[config.mk]
export PLATFORM = sky130hd
export DESIGN_NAME = spr_dma_ctrl_flat
export DESIGN_NICKNAME = d
export VERILOG_FILES = /design/src/rtl/spr_dma_ctrl_if.sv /design/src/rtl/spr_dma_ctrl.sv /design/src/flat_wrapper.sv
export SDC_FILE = /design/constraint.sdc
export NUM_CORES = 1
export LEC_CHECK = 0
export ABC_AREA = 1
export CELL_PAD_IN_SITES_DETAIL_PLACEMENT = 1
export CELL_PAD_IN_SITES_GLOBAL_PLACEMENT = 1
export CORE_MARGIN = 10
export CORE_UTILIZATION = 34
export DETAILED_ROUTE_END_ITERATION = 10
export PLACE_DENSITY = 0.86
export SYNTH_ARGS = -nofsm -noshare
export SYNTH_HDL_FRONTEND = slang
export SYNTH_SLANG_ARGS = --single-unit
[constraint.sdc]
create_clock -name i_clk -period 2.25 [get_ports i_clk]
set_input_delay 0.45 -clock i_clk [delete_from_list [all_inputs] [get_ports i_clk]]
set_output_delay 0.45 -clock i_clk [all_outputs]
set_load 0.02 [all_outputs]
[src/rtl/spr_dma_ctrl_if.sv]
// Bus-snoop inputs and the arbiter's sprite request channel used by spr_dma_ctrl.
// master = DMA sequencer side, slave = arbiter/bus side.
interface spr_dma_ctrl_if;
  logic [15:0] bus_addr;
  logic        bus_wn;
  logic [7:0]  bus_wdata;
  logic        spr_req;
  logic        spr_gnt;
  logic [15:0] spr_addr;
  logic        spr_wn;
  logic [7:0]  spr_wdata;
  logic [7:0]  spr_rdata;

  modport master (
    input  bus_addr, bus_wn, bus_wdata, spr_gnt, spr_rdata,
    output spr_req, spr_addr, spr_wn, spr_wdata
  );

  modport slave (
    output bus_addr, bus_wn, bus_wdata, spr_gnt, spr_rdata,
    input  spr_req, spr_addr, spr_wn, spr_wdata
  );
endinterface

[src/rtl/spr_dma_ctrl.sv]
// OAM sprite DMA sequencer: a write to TRIG_ADDR copies one CPU page to DST_ADDR as read/write pairs.
// Optional macro SPR_DMA_ALIGN_EN adds the 2A03-style parity alignment wait before the first read.
module spr_dma_ctrl #(
  parameter logic [15:0] TRIG_ADDR = 16'h4014,
  parameter logic [15:0] DST_ADDR  = 16'h2004,
  parameter int unsigned XFER_CNT  = 256
) (
  input  logic           i_clk,
  input  logic           i_rst,
  spr_dma_ctrl_if.master bus,
  output logic           o_busy,
  output logic           o_done
);
  localparam logic [7:0] LAST_IDX = 8'(XFER_CNT - 1);

`ifdef SPR_DMA_ALIGN_EN
  typedef enum logic [1:0] {IDLE, ALIGN, RD, WR} state_t;
`else
  typedef enum logic [1:0] {IDLE, RD, WR} state_t;
`endif

  state_t      state_q, state_d;
  logic [7:0]  page_q, page_d;
  logic [7:0]  idx_q, idx_d;
  logic        req_q, req_d;
  logic [15:0] addr_q, addr_d;
  logic        wn_q, wn_d;
  logic [7:0]  wdata_q, wdata_d;
  logic        busy_q, busy_d;
  logic        done_q, done_d;
  logic        trig;

`ifdef SPR_DMA_ALIGN_EN
  logic par_q;
  logic align_q, align_d;
`endif

  assign trig = (bus.bus_addr == TRIG_ADDR) && !bus.bus_wn;

  // Outputs are registered from the next-state decision, so the access
  // presented in a cycle always matches the state that evaluates its grant.
  always_comb begin
    state_d = state_q;
    page_d  = page_q;
    idx_d   = idx_q;
    req_d   = req_q;
    addr_d  = addr_q;
    wn_d    = wn_q;
    wdata_d = wdata_q;
    busy_d  = busy_q;
    done_d  = 1'b0;
`ifdef SPR_DMA_ALIGN_EN
    align_d = align_q;
`endif
    case (state_q)
      IDLE: begin
        req_d = 1'b0;
        wn_d  = 1'b1;
        if (trig) begin
          page_d = bus.bus_wdata;
          idx_d  = 8'h00;
          busy_d = 1'b1;
`ifdef SPR_DMA_ALIGN_EN
          state_d = ALIGN;
          align_d = par_q;
`else
          state_d = RD;
          req_d   = 1'b1;
          addr_d  = {bus.bus_wdata, 8'h00};
`endif
        end
      end
`ifdef SPR_DMA_ALIGN_EN
      ALIGN: begin
        if (align_q) begin
          align_d = 1'b0;
        end else begin
          state_d = RD;
          req_d   = 1'b1;
          addr_d  = {page_q, idx_q};
          wn_d    = 1'b1;
        end
      end
`endif
      RD: begin
        if (bus.spr_gnt) begin
          state_d = WR;
          addr_d  = DST_ADDR;
          wn_d    = 1'b0;
          wdata_d = bus.spr_rdata;
        end
      end
      WR: begin
        if (bus.spr_gnt) begin
          if (idx_q == LAST_IDX) begin
            state_d = IDLE;
            req_d   = 1'b0;
            wn_d    = 1'b1;
            busy_d  = 1'b0;
            done_d  = 1'b1;
          end else begin
            state_d = RD;
            idx_d   = idx_q + 8'd1;
            addr_d  = {page_q, idx_q + 8'd1};
            wn_d    = 1'b1;
          end
        end
      end
      default: state_d = IDLE;
    endcase
  end

  always_ff @(posedge i_clk) begin
    if (i_rst) begin
      state_q <= IDLE;
      page_q  <= 8'h00;
      idx_q   <= 8'h00;
      req_q   <= 1'b0;
      addr_q  <= 16'h0000;
      wn_q    <= 1'b1;
      wdata_q <= 8'h00;
      busy_q  <= 1'b0;
      done_q  <= 1'b0;
    end else begin
      state_q <= state_d;
      page_q  <= page_d;
      idx_q   <= idx_d;
      req_q   <= req_d;
      addr_q  <= addr_d;
      wn_q    <= wn_d;
      wdata_q <= wdata_d;
      busy_q  <= busy_d;
      done_q  <= done_d;
    end
  end

`ifdef SPR_DMA_ALIGN_EN
  // Free-running CPU cycle parity; an odd trigger cycle costs one extra ALIGN cycle.
  always_ff @(posedge i_clk) begin
    if (i_rst) begin
      par_q   <= 1'b0;
      align_q <= 1'b0;
    end else begin
      par_q   <= ~par_q;
      align_q <= align_d;
    end
  end
`endif

  assign bus.spr_req   = req_q;
  assign bus.spr_addr  = addr_q;
  assign bus.spr_wn    = wn_q;
  assign bus.spr_wdata = wdata_q;
  assign o_busy        = busy_q;
  assign o_done        = done_q;
endmodule
[src/flat_wrapper.sv]
// flat-port wrapper written by rule: the top's interface ports become plain ports
module spr_dma_ctrl_flat 
#(
  parameter logic [15:0] TRIG_ADDR = 16'h4014,
  parameter logic [15:0] DST_ADDR  = 16'h2004,
  parameter int unsigned XFER_CNT  = 256
)
  (i_clk, i_rst, o_busy, o_done, bus_bus_addr, bus_bus_wn, bus_bus_wdata, bus_spr_gnt, bus_spr_rdata, bus_spr_req, bus_spr_addr, bus_spr_wn, bus_spr_wdata);
  spr_dma_ctrl_if bus_i ();
  input  logic i_clk;
  input  logic i_rst;
  output logic o_busy;
  output logic o_done;
  input wire logic [$bits(bus_i.bus_addr)-1:0] bus_bus_addr;
  input wire logic [$bits(bus_i.bus_wn)-1:0] bus_bus_wn;
  input wire logic [$bits(bus_i.bus_wdata)-1:0] bus_bus_wdata;
  input wire logic [$bits(bus_i.spr_gnt)-1:0] bus_spr_gnt;
  input wire logic [$bits(bus_i.spr_rdata)-1:0] bus_spr_rdata;
  output wire logic [$bits(bus_i.spr_req)-1:0] bus_spr_req;
  output wire logic [$bits(bus_i.spr_addr)-1:0] bus_spr_addr;
  output wire logic [$bits(bus_i.spr_wn)-1:0] bus_spr_wn;
  output wire logic [$bits(bus_i.spr_wdata)-1:0] bus_spr_wdata;
  assign bus_i.bus_addr = bus_bus_addr;
  assign bus_i.bus_wn = bus_bus_wn;
  assign bus_i.bus_wdata = bus_bus_wdata;
  assign bus_i.spr_gnt = bus_spr_gnt;
  assign bus_i.spr_rdata = bus_spr_rdata;
  assign bus_spr_req = bus_i.spr_req;
  assign bus_spr_addr = bus_i.spr_addr;
  assign bus_spr_wn = bus_i.spr_wn;
  assign bus_spr_wdata = bus_i.spr_wdata;
  spr_dma_ctrl #(.TRIG_ADDR(TRIG_ADDR), .DST_ADDR(DST_ADDR), .XFER_CNT(XFER_CNT)) u_core (.i_clk(i_clk), .i_rst(i_rst), .bus(bus_i), .o_busy(o_busy), .o_done(o_done));
endmodule
Word level (Yosys, flattened, before mapping)
Cells that the tools add are included.
{"block": "totals", "wordCells": 59, "ff_bits": 46, "inputBits": 36}
{"block": "op_classes", "bitwise": 2, "n_addsub": 1, "n_eq_ne": 9, "n_reduce_logical": 14, "n_mux": 24}
{"operator": "16-bit two-way mux", "n": 4}
{"operator": "16-bit one-hot mux with 3 select lines", "n": 1}
{"operator": "8-bit two-way mux", "n": 3}
{"operator": "16-bit by 15-bit equality test with 1-bit output (second input constant)", "n": 1}
{"operator": "8-bit one-hot mux with 2 select lines", "n": 1}
{"operator": "3-bit AND reduction", "n": 3}
{"operator": "8-bit by 1-bit adder with 8-bit output (second input constant)", "n": 1}
{"operator": "8-bit equality test (second input constant)", "n": 1}
{"operator": "1-bit two-way mux", "n": 8}
{"operator": "4-bit AND reduction", "n": 2}
{"operator": "2-bit two-way mux", "n": 3}
{"operator": "2-bit != test (second input constant)", "n": 3}
{"operator": "2-bit one-hot mux with 3 select lines", "n": 1}
{"operator": "5-bit AND reduction", "n": 1}
{"operator": "2-bit by 1-bit != test with 1-bit output (second input constant)", "n": 2}
{"operator": "1-bit one-hot mux with 2 select lines", "n": 2}
{"operator": "2-bit AND reduction", "n": 2}
{"operator": "1-bit one-hot mux with 3 select lines", "n": 1}
{"operator": "3-bit nonzero test", "n": 1}
{"operator": "3-bit OR reduction", "n": 1}
{"operator": "2-bit by 1-bit equality test with 1-bit output (second input constant)", "n": 1}
{"operator": "2-bit equality test (second input constant)", "n": 1}
{"operator": "2-bit zero test", "n": 1}
{"operator": "1-bit inverter", "n": 2}
{"operator": "3 further kinds", "n": 3}

Longest topological paths before layout
{"block": "depth", "word_depth": 4, "ltp_mapped": 12, "mapped_depth_nobuf": 11}

Worst setup path after synthesis
OpenSTA, ideal clock, no wires.
{"block": "synth_timing", "kind": "register to register", "startpoint": "register u_core.state_q[0]", "endpoint": "register u_core.addr_q[14] (netlist: u_core.bus.spr_addr[14])", "required_time_ns": 2.137, "synth_period_minus_slack_ns": 1.666, "path_stages_with_launch": 12, "slack_ns": 0.584, "t_arrival_ns": 1.553, "path_cell_list": "dfxtp_1 > inv_1 > ha_1 > inv_1 > a21oi_1 > nor2_1 > nand2_2 > inv_4 > nand2_8 > buf_12 > o21ai_2 > nor2_1"}
{"block": "synth_via", "elab_chain_len": 3}
{"item": "from (decl)", "line_no": "spr_dma_ctrl.sv:22", "rtl": "state_t state_q, state_d;"}
{"item": "from (signal assigned)", "line_no": "spr_dma_ctrl.sv:125", "rtl": "state_q <= state_d;"}
{"item": "2-bit equality test, or another cell as far along", "line_no": "spr_dma_ctrl.sv:55", "rtl": "case (state_q)"}
{"item": "2-bit != test (no line), or another cell as far along"}
{"item": "5-bit AND reduction (no line)"}
{"item": "to (signal assigned)", "line_no": "spr_dma_ctrl.sv:129", "rtl": "addr_q <= addr_d;"}
{"item": "to (decl)", "line_no": "spr_dma_ctrl.sv:26", "rtl": "logic [15:0] addr_q, addr_d;"}
Several ways; a longest one is shown, not always the timed one.
A chain may end at the register's enable or synchronous reset.

Worst setup path after layout
{"block": "layout_timing", "startpoint": "register u_core.state_q[0]", "endpoint": "register u_core.addr_q[11] (netlist: u_core.bus.spr_addr[11])"}
Same word-level chain as after synthesis.

==> impl_metrics.yaml <==
clocking:
  clock-sinks: 46
  cts_buffers: 5
  cts_max_level: 2
  cts_hold_buf: 0
  root_buffer: "clkbuf_8"
  cts_resized: 0
  clk_path_buf_depth: 2
  cts_setup_buffers: 0
  clk_latency_ns: 0.31
  cts_tree: "built"
  clkTransAtPathRegs_ns: 0.10
layout:
  drive_gt1_share_pct: 9.46
  num-fill-cells: 842
  layout_commonest_cell: "nor2_1"
  final_nets: 433
  final_area_sq_mm: 0.00309
  multiInputGateArea_sq_mm: 0.00115
  antenna_cells: 0
  final_cells: 471
  final_cell_mix: "66 x nor2_1, 63 x clkdlybuf4s50_1, 52 x nand2_1, 46 x dfxtp_1, 38 x inv_1"
  area_growth_pct: 33.2
  seq_area_sq_um: 921
placement:
  place.gp.congestion: 0.866
  dp.cells: 463
  dpl.hpwl_mm: 5.55
  place_area_sq_mm: 0.00300
  port_buffers: 63
timing:
  max_slew_margin_pct: 70.0
  max_freq_mhz: 510
  fin_crit_ns: 1.96
  fin_tns_setup_ns: 0
  fin_crit_sh_pct: 87.2
  tightest_slew_ns: 0.450
  whs_ns: 0.451
  fin_skew_ns: 0.00570
  drv_slew: 0
  rsz0062_at_grt: "no"
  setup_viol: 0
  hold_violations: 0
global_route:
  grt_pass1_wl_mm: 11.9
  grt_max_degree: 37
  grt.total_usage_pct: 14.0
  grt_pass1_vias: 2437
  antenna_found_initial: 0
  gr-total-overflow: 0
routing:
  wl_per_cell_microns: 15.2
  drtIter0Drc: 105
  drt-total-wl_mm: 7.16
  firstDrtPassIters: 4
  vias: 2284
  vias_per_cell: 4.85
  final_antenna_net_count: 0
  remaining_drc_errors: 0
synth:
  synthXorXnorAreaFrac_pct: 0
  synth_top_family_by_area: "simple AND/OR/NAND/NOR gates"
  yosysSeqAreaShare_pct: 39.7
  syn_avg_cell_area_sq_um: 7.14
  synth_nets: 368
  syn-instance-count: 325
  synth-edff-count: 0
  synthArstFlopShare_pct: 0
  synthDistinctLibCells: 29
  yosys.area_share.simple_pct: 31.4
  ys_warn_count: 0
  synth_fa_ha_area_share_pct: 3.78
  synth_seq_cells: 46
  syn-cell-area_sq_mm: 0.00232
  synth_ff_type: "dfxtp_1"
  synthMuxAreaShare_pct: 0
  synth_compound_area_share_pct: 14.5
status:
  status: "complete, no violations"
die:
  ioPinCount: 64
  start_util_pct: 34.5
  die_y_microns: 103
  die_area_sq_mm: 0.0105
  rows: 30
  coreArea_sq_mm: 0.00672
  dieWidth_microns: 103
power:
  ir_drop_v: 0.000342
  power_density_mw_per_mm2: 863
  total_power_mw: 2.67
  leakagePower_nw: 1.25
worst_setup_path:
  worstPathArrival_ns: 2.21
  start_kind: "flip-flop"
  crit_fanout: 18
  path_class: "flip-flop to flip-flop"
  endpoint_kind: "flip-flop"
  required_ns: 2.50
hold_path:
  min-delay-path-class: "flip-flop to flip-flop"
job:
  cap_violations: 0
==> final timing paths <==
path	start	end	slack, ns	depth (start not counted)
max	u_core.state_q[0]$_SDFFE_PP0P_	u_core.bus.spr_addr[11]$_SDFFE_PP0P_	0.29	11
min	u_core.page_q[7]$_SDFFE_PP0P_	u_core.page_q[7]$_SDFFE_PP0P_	0.45	2
min reg2reg	u_core.page_q[7]$_SDFFE_PP0P_	u_core.page_q[7]$_SDFFE_PP0P_	0.45	2
max reg2reg	u_core.state_q[0]$_SDFFE_PP0P_	u_core.bus.spr_addr[11]$_SDFFE_PP0P_	0.29	11
==> Yosys cell counts (2+ instances only) <==
master    number  area (sq um)
clkbuf_1       3          11.3
a21oi_1       16          80.1
nand4_1        8          50.1
nor2_1        66           248
clkbuf_8       2          27.5
inv_1         39           146
nand2_2        8          50.1
nand3_1       18          90.1
o21ai_2        2          17.5
nand2_1       52           195
buf_6          2          22.5
ha_1           7          87.6
o21ai_0       36           180
a21oi_2        6          52.6
dfxtp_1       46           921
==> area by class of cell <==
| type | instances | share of cell area (%) |
|---|---|---|
| multi-input cells | 228 | 37.3 |
| flip-flops and latches | 46 | 29.8 |
| repair buffers | 68 | 21.6 |
| inverters | 41 | 5.06 |
| well taps | 80 | 3.24 |
| clock buffers | 5 | 2.23 |
| clock inverters | 3 | 0.769 |
==> through the flow <==
stage	worst slack, ns	utilization, %
finish	0.288	46.0
global route	0.0827	46.0
CTS	0.149	46.0
detailed placement	0.0786	44.6
global placement	0.171	44.6
floorplan	0.584	-
==> power by group <==
group | switching [mW] | internal (mW) | leakage (nW)
clock network | 0.316 | 0.223 | 0.0408
logic | 0.639 | 0.417 | 0.833
registers | 0.114 | 0.959 | 0.372
total | 1.07 | 1.60 | 1.25
==> sequential cells by signal, indices dropped and copies added (netlist names), 2 cells and up <==
signal / cells
u_core.idx_q: 8
u_core.page_q: 8
u_core.bus.spr_addr: 16
u_core.bus.spr_wdata: 8
u_core.state_q: 2
==> cell families (layout without fill, tap and decap cells) <==
group	after synthesis	in the layout
simple gates	160	160
compound gates	61	61
buf+inv	51	117
flops	46	46
fa+ha+maj	7	7
==> critical path, cell delays in order (launching register included) <==
cell     delay [ns]
dfxtp_1        0.44
inv_1          0.11
ha_1           0.23
inv_2          0.14
a21oi_1        0.11
nor2_1         0.19
nand2_2        0.10
inv_4          0.11
nand2_8        0.13
inv_2          0.17
nor2_1         0.06
nor2_1         0.11
==> layer usage <==
layer,vias up,wire length (microns),track usage [%]
met5,-,0,0
met2,43,3530,25.1
met3,6,357,4.02
li1,1163,-,-
met1,1072,3210,16.2
met4,0,67,3.04
(Power assumes the default switching activity.)
